==> config.mk <==
export PLATFORM = sky130hd
export DESIGN_NAME = xserial_tx_serializer
export DESIGN_NICKNAME = d
export VERILOG_FILES = /design/src/rtl/xserial_pkg.sv /design/src/rtl/xserial_tx_serializer.sv
export SDC_FILE = /design/constraint.sdc
export NUM_CORES = 1
export LEC_CHECK = 0
export CAP_MARGIN = 25
export CELL_PAD_IN_SITES_DETAIL_PLACEMENT = 2
export CELL_PAD_IN_SITES_GLOBAL_PLACEMENT = 2
export CORE_UTILIZATION = 30
export CTS_BUF_LIST = sky130_fd_sc_hd__clkbuf_4 sky130_fd_sc_hd__clkbuf_8
export CTS_CLUSTER_DIAMETER = 30
export DETAILED_ROUTE_END_ITERATION = 10
export PLACE_DENSITY = 0.73
export SKIP_LAST_GASP = 1
export SLEW_MARGIN = 20
export SYNTH_ARGS = -nofsm -noshare
export SYNTH_HDL_FRONTEND = slang
export SYNTH_SLANG_ARGS = --single-unit
==> constraint.sdc <==
create_clock -name clock -period 1.5 [get_ports clock]
set_clock_uncertainty 0.15 [all_clocks]
set_input_delay 0.375 -clock clock [delete_from_list [all_inputs] [get_ports clock]]
set_output_delay 0.375 -clock clock [all_outputs]
set_load 0.05 [all_outputs]
==> src/rtl/xserial_pkg.sv <==
// xserial_pkg: shared definitions for the XSerial transmit path.
//   FRAME_W               frame width in bits (fixed by the protocol)
//   DEST/KIND/PAYLOAD_LSB bit positions of the frame fields
//   KIND_*                frame kind codes
//   tx_state_e            serializer FSM states
//   flow_frame()          builds a HALT/RESUME flow message frame
//   is_data_frame()       true when a frame carries the data kind
package xserial_pkg;

    localparam int FRAME_W     = 12;

    localparam int DEST_LSB    = 0;
    localparam int KIND_LSB    = 2;
    localparam int PAYLOAD_LSB = 4;

    localparam logic [1:0] KIND_DATA   = 2'b00;
    localparam logic [1:0] KIND_HALT   = 2'b01;
    localparam logic [1:0] KIND_RESUME = 2'b10;

    typedef enum logic [2:0] {
        TX_IDLE   = 3'd0,
        TX_START  = 3'd1,
        TX_DATA   = 3'd2,
        TX_PARITY = 3'd3,
        TX_STOP   = 3'd4,
        TX_GAP    = 3'd5
    } tx_state_e;

    // Flow messages carry no destination and no payload, only the kind.
    function automatic logic [FRAME_W-1:0] flow_frame(input logic halt);
        logic [FRAME_W-1:0] f;
        f = '0;
        f[DEST_LSB +: 2]    = 2'b00;
        f[KIND_LSB +: 2]    = halt ? KIND_HALT : KIND_RESUME;
        f[PAYLOAD_LSB +: 8] = 8'h00;
        return f;
    endfunction

    function automatic logic is_data_frame(input logic [FRAME_W-1:0] f);
        return f[KIND_LSB +: 2] == KIND_DATA;
    endfunction

endpackage

==> src/rtl/xserial_tx_serializer.sv <==
// xserial_tx_serializer: sends 12-bit XSerial frames on a single-bit line.
// Line format per frame: start 0, 12 data bits LSB first, optional even
// parity bit, stop 1, then GAP_CYCLES idle-high bits.
// Ports:
//   clock, reset          clock (one bit per cycle), async active-high reset
//   in_data/in_valid/in_ack       data frame from the output FIFO
//   flow_req/flow_halt/flow_ack   HALT/RESUME flow message request
//   halt_req              peer asked us to stop sending data frames
//   halted                data frames currently blocked
//   busy                  frame occupying the line
//   out_data              serial line, idles high
//   dbg_state             current FSM state, for observation only
//
// Handshake: a requester holds its request (in_valid or flow_req) level
// until it sees the matching one-cycle ack. Requests are only evaluated in
// IDLE; the ack is registered, so it is high during the cycle after the
// deciding edge, the frame is already captured by then, and the start bit
// follows in the next cycle. A request dropped before its ack is ignored.
module xserial_tx_serializer
    import xserial_pkg::*;
#(
    parameter int GAP_CYCLES = 1,
    parameter bit PARITY_EN  = 1'b1
) (
    input  logic               clock,
    input  logic               reset,
    input  logic [FRAME_W-1:0] in_data,
    input  logic               in_valid,
    output logic               in_ack,
    input  logic               halt_req,
    input  logic               flow_req,
    input  logic               flow_halt,
    output logic               flow_ack,
    output logic               halted,
    output logic               busy,
    output logic               out_data,
    output tx_state_e          dbg_state
);

    localparam logic [3:0] LAST_BIT   = 4'(FRAME_W - 1);
    localparam logic [3:0] GAP_LAST   = (GAP_CYCLES > 0) ? 4'(GAP_CYCLES - 1) : 4'd0;
    localparam tx_state_e  AFTER_DATA = PARITY_EN ? TX_PARITY : TX_STOP;
    localparam tx_state_e  AFTER_STOP = (GAP_CYCLES > 0) ? TX_GAP : TX_IDLE;

    tx_state_e          state_q;
    logic [FRAME_W-1:0] shift_q;
    logic               parity_q;
    logic [3:0]         bit_cnt_q;
    logic [3:0]         gap_cnt_q;
    logic               out_q;
    logic               in_ack_q;
    logic               flow_ack_q;
    logic               halted_q;
    logic               busy_q;

    logic [FRAME_W-1:0] flow_frame_d;
    assign flow_frame_d = flow_frame(flow_halt);

    // Each state decides the line bit for the following cycle, so out_data
    // always comes straight from a flop.
    always_ff @(posedge clock or posedge reset) begin
        if (reset) begin
            state_q    <= TX_IDLE;
            shift_q    <= '0;
            parity_q   <= 1'b0;
            bit_cnt_q  <= '0;
            gap_cnt_q  <= '0;
            out_q      <= 1'b1;
            in_ack_q   <= 1'b0;
            flow_ack_q <= 1'b0;
            halted_q   <= 1'b0;
            busy_q     <= 1'b0;
        end else begin
            in_ack_q   <= 1'b0;
            flow_ack_q <= 1'b0;
            case (state_q)
                TX_IDLE: begin
                    out_q    <= 1'b1;
                    busy_q   <= 1'b0;
                    halted_q <= halt_req;
                    // Data is gated by the halted value taken this cycle, so a
                    // halt raised during the previous frame blocks the very
                    // first IDLE decision after it.
                    if (flow_req) begin
                        flow_ack_q <= 1'b1;
                        shift_q    <= flow_frame_d;
                        parity_q   <= ^flow_frame_d;
                        state_q    <= TX_START;
                    end else if (in_valid && !halt_req) begin
                        in_ack_q <= 1'b1;
                        shift_q  <= in_data;
                        parity_q <= ^in_data;
                        state_q  <= TX_START;
                    end
                end
                TX_START: begin
                    out_q     <= 1'b0;
                    busy_q    <= 1'b1;
                    bit_cnt_q <= '0;
                    state_q   <= TX_DATA;
                end
                TX_DATA: begin
                    out_q     <= shift_q[0];
                    shift_q   <= shift_q >> 1;
                    bit_cnt_q <= bit_cnt_q + 4'd1;
                    if (bit_cnt_q == LAST_BIT) begin
                        state_q <= AFTER_DATA;
                    end
                end
                TX_PARITY: begin
                    out_q   <= parity_q;
                    state_q <= TX_STOP;
                end
                TX_STOP: begin
                    out_q     <= 1'b1;
                    gap_cnt_q <= '0;
                    state_q   <= AFTER_STOP;
                end
                TX_GAP: begin
                    out_q     <= 1'b1;
                    gap_cnt_q <= gap_cnt_q + 4'd1;
                    if (gap_cnt_q == GAP_LAST) begin
                        state_q <= TX_IDLE;
                    end
                end
                default: begin
                    out_q   <= 1'b1;
                    state_q <= TX_IDLE;
                end
            endcase
        end
    end

    assign in_ack    = in_ack_q;
    assign flow_ack  = flow_ack_q;
    assign halted    = halted_q;
    assign busy      = busy_q;
    assign out_data  = out_q;
    assign dbg_state = state_q;

endmodule

**After elaboration in Yosys (flattened, before gate mapping)**

Index checks and enable logic that the tools add are counted.

- Register bits after elaboration: 29
- Input bits: 18
- Output and inout port bits: 8

- Add/subtract/negate cells: 2
- Equality and inequality tests: 9
- Mux-type cells: 20
- Reduce and logical (&&, ||, !) cells: 14

Operators with widths:

| cell | number |
|---|---|
| 12-bit 2-to-1 mux | 2 |
| 12-bit one-hot mux with 2 select lines | 1 |
| 12-bit parity | 2 |
| 3-bit one-hot mux with 6 select lines | 1 |
| 4-bit one-hot mux with 2 select lines | 2 |
| 3-bit 2-to-1 mux | 4 |
| 2-bit nonzero test | 5 |
| 4-bit by 1-bit adder with 4-bit output, second input constant | 2 |
| 1-bit 2-to-1 mux | 7 |
| 3-bit by 2-bit == test with 1-bit output, second input constant | 2 |
| 3-bit == test, second input constant | 2 |
| 4-bit == test, second input constant | 1 |
| 4-bit logical NOT | 1 |
| 2-bit inequality test, second input constant | 2 |
| 2-bit AND reduction | 2 |
| 3-bit by 1-bit == test with 1-bit output, second input constant | 1 |
| 3-bit logical NOT | 1 |
| 3-bit inequality test, second input constant | 1 |
| 1-bit one-hot mux with 3 select lines | 1 |
| 3-bit AND reduction | 1 |
| 2-bit 2-to-1 mux | 1 |
| 1-bit one-hot mux with 2 select lines | 1 |
| 1-bit logical AND | 1 |
| 1-bit logical NOT | 1 |

**Depth between registers and ports, before layout**

- Depth after elaboration: 5
- Gate-level depth with buffers: 6

**Worst setup path before layout**

Ideal clock, no wire load.

- Kind: flip-flop to flip-flop
- Start: reg state_q[2] (netlist: dbg_state[2])
- End: reg shift_q[10]
- Setup time: 0.127 ns
- Arrival: 1.640 ns
- Data required time: 1.223 ns
- Setup slack: -0.417 ns
- Stages on the path, launching flop included: 7
- Path buffers: 2
- Period minus slack after synthesis: 1.917 ns
- Path through: dfrtp_1 -> buf_4 -> nor3_2 -> and3b_1 -> buf_4 -> a222oi_1 -> inv_1

- Word-level cells in the longest chain between the ends: 3
- Elaborated cells on any way between the ends: 6

RTL lines:

| item | RTL line | source |
|---|---|---|
| from (decl) | xserial_tx_serializer.sv:45 | `tx_state_e state_q;` |
| from (signal assigned) | xserial_tx_serializer.sv:63 | `state_q <= TX_IDLE;` |
| from (signal assigned) | xserial_tx_serializer.sv:88 | `state_q <= TX_START;` |
| from (signal assigned) | xserial_tx_serializer.sv:93 | `state_q <= TX_START;` |
| 3-bit logical NOT / 3-bit by 2-bit == test with 1-bit output (equally long branches) | xserial_tx_serializer.sv:76 | `case (state_q)` |
| 3-bit inequality test (no source line) / 2-bit nonzero test (equally long branches) | - |  |
| 2-bit AND reduction (no source line) | - |  |
| to (signal assigned) | xserial_tx_serializer.sv:86 | `shift_q <= flow_frame_d;` |
| to (signal assigned) | xserial_tx_serializer.sv:91 | `shift_q <= in_data;` |
| to (signal assigned) | xserial_tx_serializer.sv:104 | `shift_q <= shift_q >> 1;` |
| to (decl) | xserial_tx_serializer.sv:46 | `logic [FRAME_W-1:0] shift_q;` |

Several ways; a longest one is shown, not always the timed one.
A chain may end at the register's enable or synchronous reset.

**Final worst setup path**

- Start: reg state_q[0] (netlist: dbg_state[0])
- End: reg shift_q[4]

The elaborated chain is that of the path after synthesis.

==> run metrics <==
max_slew headroom 68.0%; final-report hold violation count 0; Pleak 1.27 nW; most common cell after layout, fill and taps aside buf_4; Worst Setup End Kind flop; vias 1427; GRT overflow 0; ant diodes 0; Routed Antenna Nets 0; detailed placement HPWL 3.30 mm; Buf/Inv on CP 2; TritonRoute pass-1 iters 8; CP Max Fanout 6; most frequent cells in the layout buf_4 (27), dfrtp_1 (25), buf_6 (14); Slew @ Worst Pin 479 ps; switch share 42.1%; synth warn 0; initial core utilization 32.2%; Die X 71.3 µm; Die Y 71.3 µm; critical-path cell with the highest stage delay dfrtp_4; Distinct cells, synth 32; hold_buf cts 0; critical path depth 5; Post-Synthesis Cell Area 1440 µm²; DRC 2; CP arrival 1780 ps; Avg Cell Area, Syn 10.7 µm²; number of antenna violations at the first check in global routing 0; FF-to-FF path depth 5; Root Driver clkbuf_8; maxcap violations 0; Hold Path Depth 3; Max Clk Rate 562 MHz; Num CTS Buffers 5; FP Rows 24; Nets 228; Clock Pin Slew Worst Setup and Hold Paths 60 ps; layout cells sized above 1 45.9%; Worst Hold Class in2reg; DP Worst Slack -784 ps; Die ar. 5080 µm²; pwr dens 2220 nW/µm²; Int Pwr 3.26 mW; Worst-Skew Late Latency 290 ps; hold slack 321 ps; routability cong. 0.758; largest net degree at the start of global routing 30; CORE AREA 4470 µm²; I/O Buffers 25; clk buf depth 2; Synth Register Bits 29; worst vdd ir 0.933 mV; first-pass GRT wire length 9.35 mm; Synth-to-Final Area Change 76.0%; sw power 2.37 mW; post-synthesis net count 156; Combinational Power Share 61.4%; Setup-failing EPs final 23; Avg Vias per Cell 5.51; Initial DRC Count 92; clock share of power 12.2%; CP Launch Type flop; htree depth 2; vias in the first global route 1590; I/O pins 26; CTS sink cnt 29; failing checks design-rule violations, negative setup slack; final worst path period need 1780 ps; sequential share of the synthesized area 50.5%; GRT Total Usage 25.7%; Crit path max-delay family compound AO/OA/AOI/OAI gates; fin crit share 119%; RSZ-0062 raised after global routing true; critical path type reg2reg; Syn Inst Count 135; Final Max Tran Viols 0; CP Cell Sequence nor2_4 > o31ai_4 > buf_12 > a222oi_1 > inv_1; status complete, but fails checks; overall routed net length 6.95 mm; flop2flop setup slack -280 ps; Wirelength per Cell 26.8 µm; Flop pwr share 26.4%; CTS tree done; worst setup margin -279 ps; crit-path max cell delay 510 ps; Worst EP required 1500 ps
synthesized netlist by cell type:
cell,instances,area (µm²)
dfrtp_1,28,701
nand2_1,14,52.6
inv_1,13,48.8
a222oi_1,9,90.1
xnor2_1,9,78.8
nor2_1,7,26.3
o21ai_0,7,35.0
a21oi_1,4,20.0
a22o_1,4,35.0
buf_2,4,20.0
mux2_2,4,45.0
buf_4,3,22.5
ha_1,3,37.5
nand2b_1,3,18.8
a21o_1,2,15.0
nand3_1,2,10.0
nor2b_1,2,12.5
nor3_1,2,10.0
o31ai_1,2,15.0
a211o_1,1,8.76
and2_1,1,6.26
and3b_1,1,8.76
dfstp_2,1,26.3
mux2i_1,1,10.0
nor3_2,1,10.0
nor3b_1,1,7.51
nor3b_2,1,12.5
o22a_1,1,8.76
o22ai_1,1,6.26
o2bb2ai_1,1,8.76
xnor3_1,1,22.5
xor2_1,1,8.76
power groups by stage:
stage / registers, mW / logic (mW) / clock network (mW)
2_1_floorplan: 1.61 / 0.988 / 0
3_3_place_gp: 1.39 / 2.04 / 0
3_5_place_dp: 1.43 / 2.17 / 0
4_1_cts: 1.41 / 2.77 / 0.689
5_1_grt: 1.51 / 3.60 / 0.741
6_report: 1.48 / 3.46 / 0.690
logic make-up after synthesis:
logic type | share of synthesized area, %
AOI/OAI and AO/OA | 16.9
xor gates and xnor gates | 7.65
adders and majority gates | 2.61
buffers and inverters | 6.35
DFF | 50.5
muxes | 3.83
and+or+nand+nor | 12.2
repair_timing:
action / CTS / global route
pin swaps: 18 / 19
cloned: 0 / 2
buffers inserted: 14 / 8
endpoints found under the hold margin: 0 / 0
gates resized for setup: 39 / 33
endpoints found under the setup margin: 23 / 31
worst paths after layout:
kind                              end         start
setup / recovery           shift_q[4]  dbg_state[0]
hold / removal             shift_q[9]    in_data[9]
setup reg to reg           shift_q[4]  dbg_state[0]
hold reg to reg            shift_q[8]    shift_q[9]
max in group asynchronous    out_data         reset
min in group asynchronous        busy         reset
layout make-up:
cell class | count | area [µm²]
fill | 432 | 1940
multi-input combinational | 87 | 811
timing repair buffer | 71 | 785
tap | 52 | 65.1
inverter | 13 | 48.8
clock buffer | 7 | 90.1
sequential | 29 | 733
state kept, by name (all words and copies together) (netlist names):
name / cells
shift_q: 12
bit_cnt_q: 4
gap_cnt_q: 4
dbg_state: 3
busy: 1
flow_ack: 1
halted: 1
in_ack: 1
out_data: 1
parity_q: 1
worst register-to-register path: stages (launching register included):
cell	delay, ps
dfrtp_4	510
nor2_4	130
o31ai_4	120
buf_12	160
a222oi_1	470
inv_1	110
routing by layer:
metal  global-route usage, %  part of all wire, %  up-vias
li1                        -                    -      620
met1                    30.4                   40      738
met2                    46.2                   53       47
met3                    4.64                  3.6       22
met4                    10.0                  4.1        0
met5                       0                    0        -
stage by stage:
| step | instances | cell area [µm²] | setup TNS (ps) | util (%) | total power [mW] |
|---|---|---|---|---|---|
| after floorplan | 135 | 1480 | -2170 | - | 2.60 |
| after global placement | 232 | 2030 | -7550 | 45.3 | 3.43 |
| after detailed placement | 232 | 2030 | -9800 | 45.3 | 3.60 |
| after CTS | 252 | 2330 | -3090 | 52.2 | 4.88 |
| after global routing | 259 | 2530 | -4540 | 56.6 | 5.85 |
| final | 259 | 2530 | -3580 | 56.6 | 5.63 |
(Power assumes the default switching activity.)
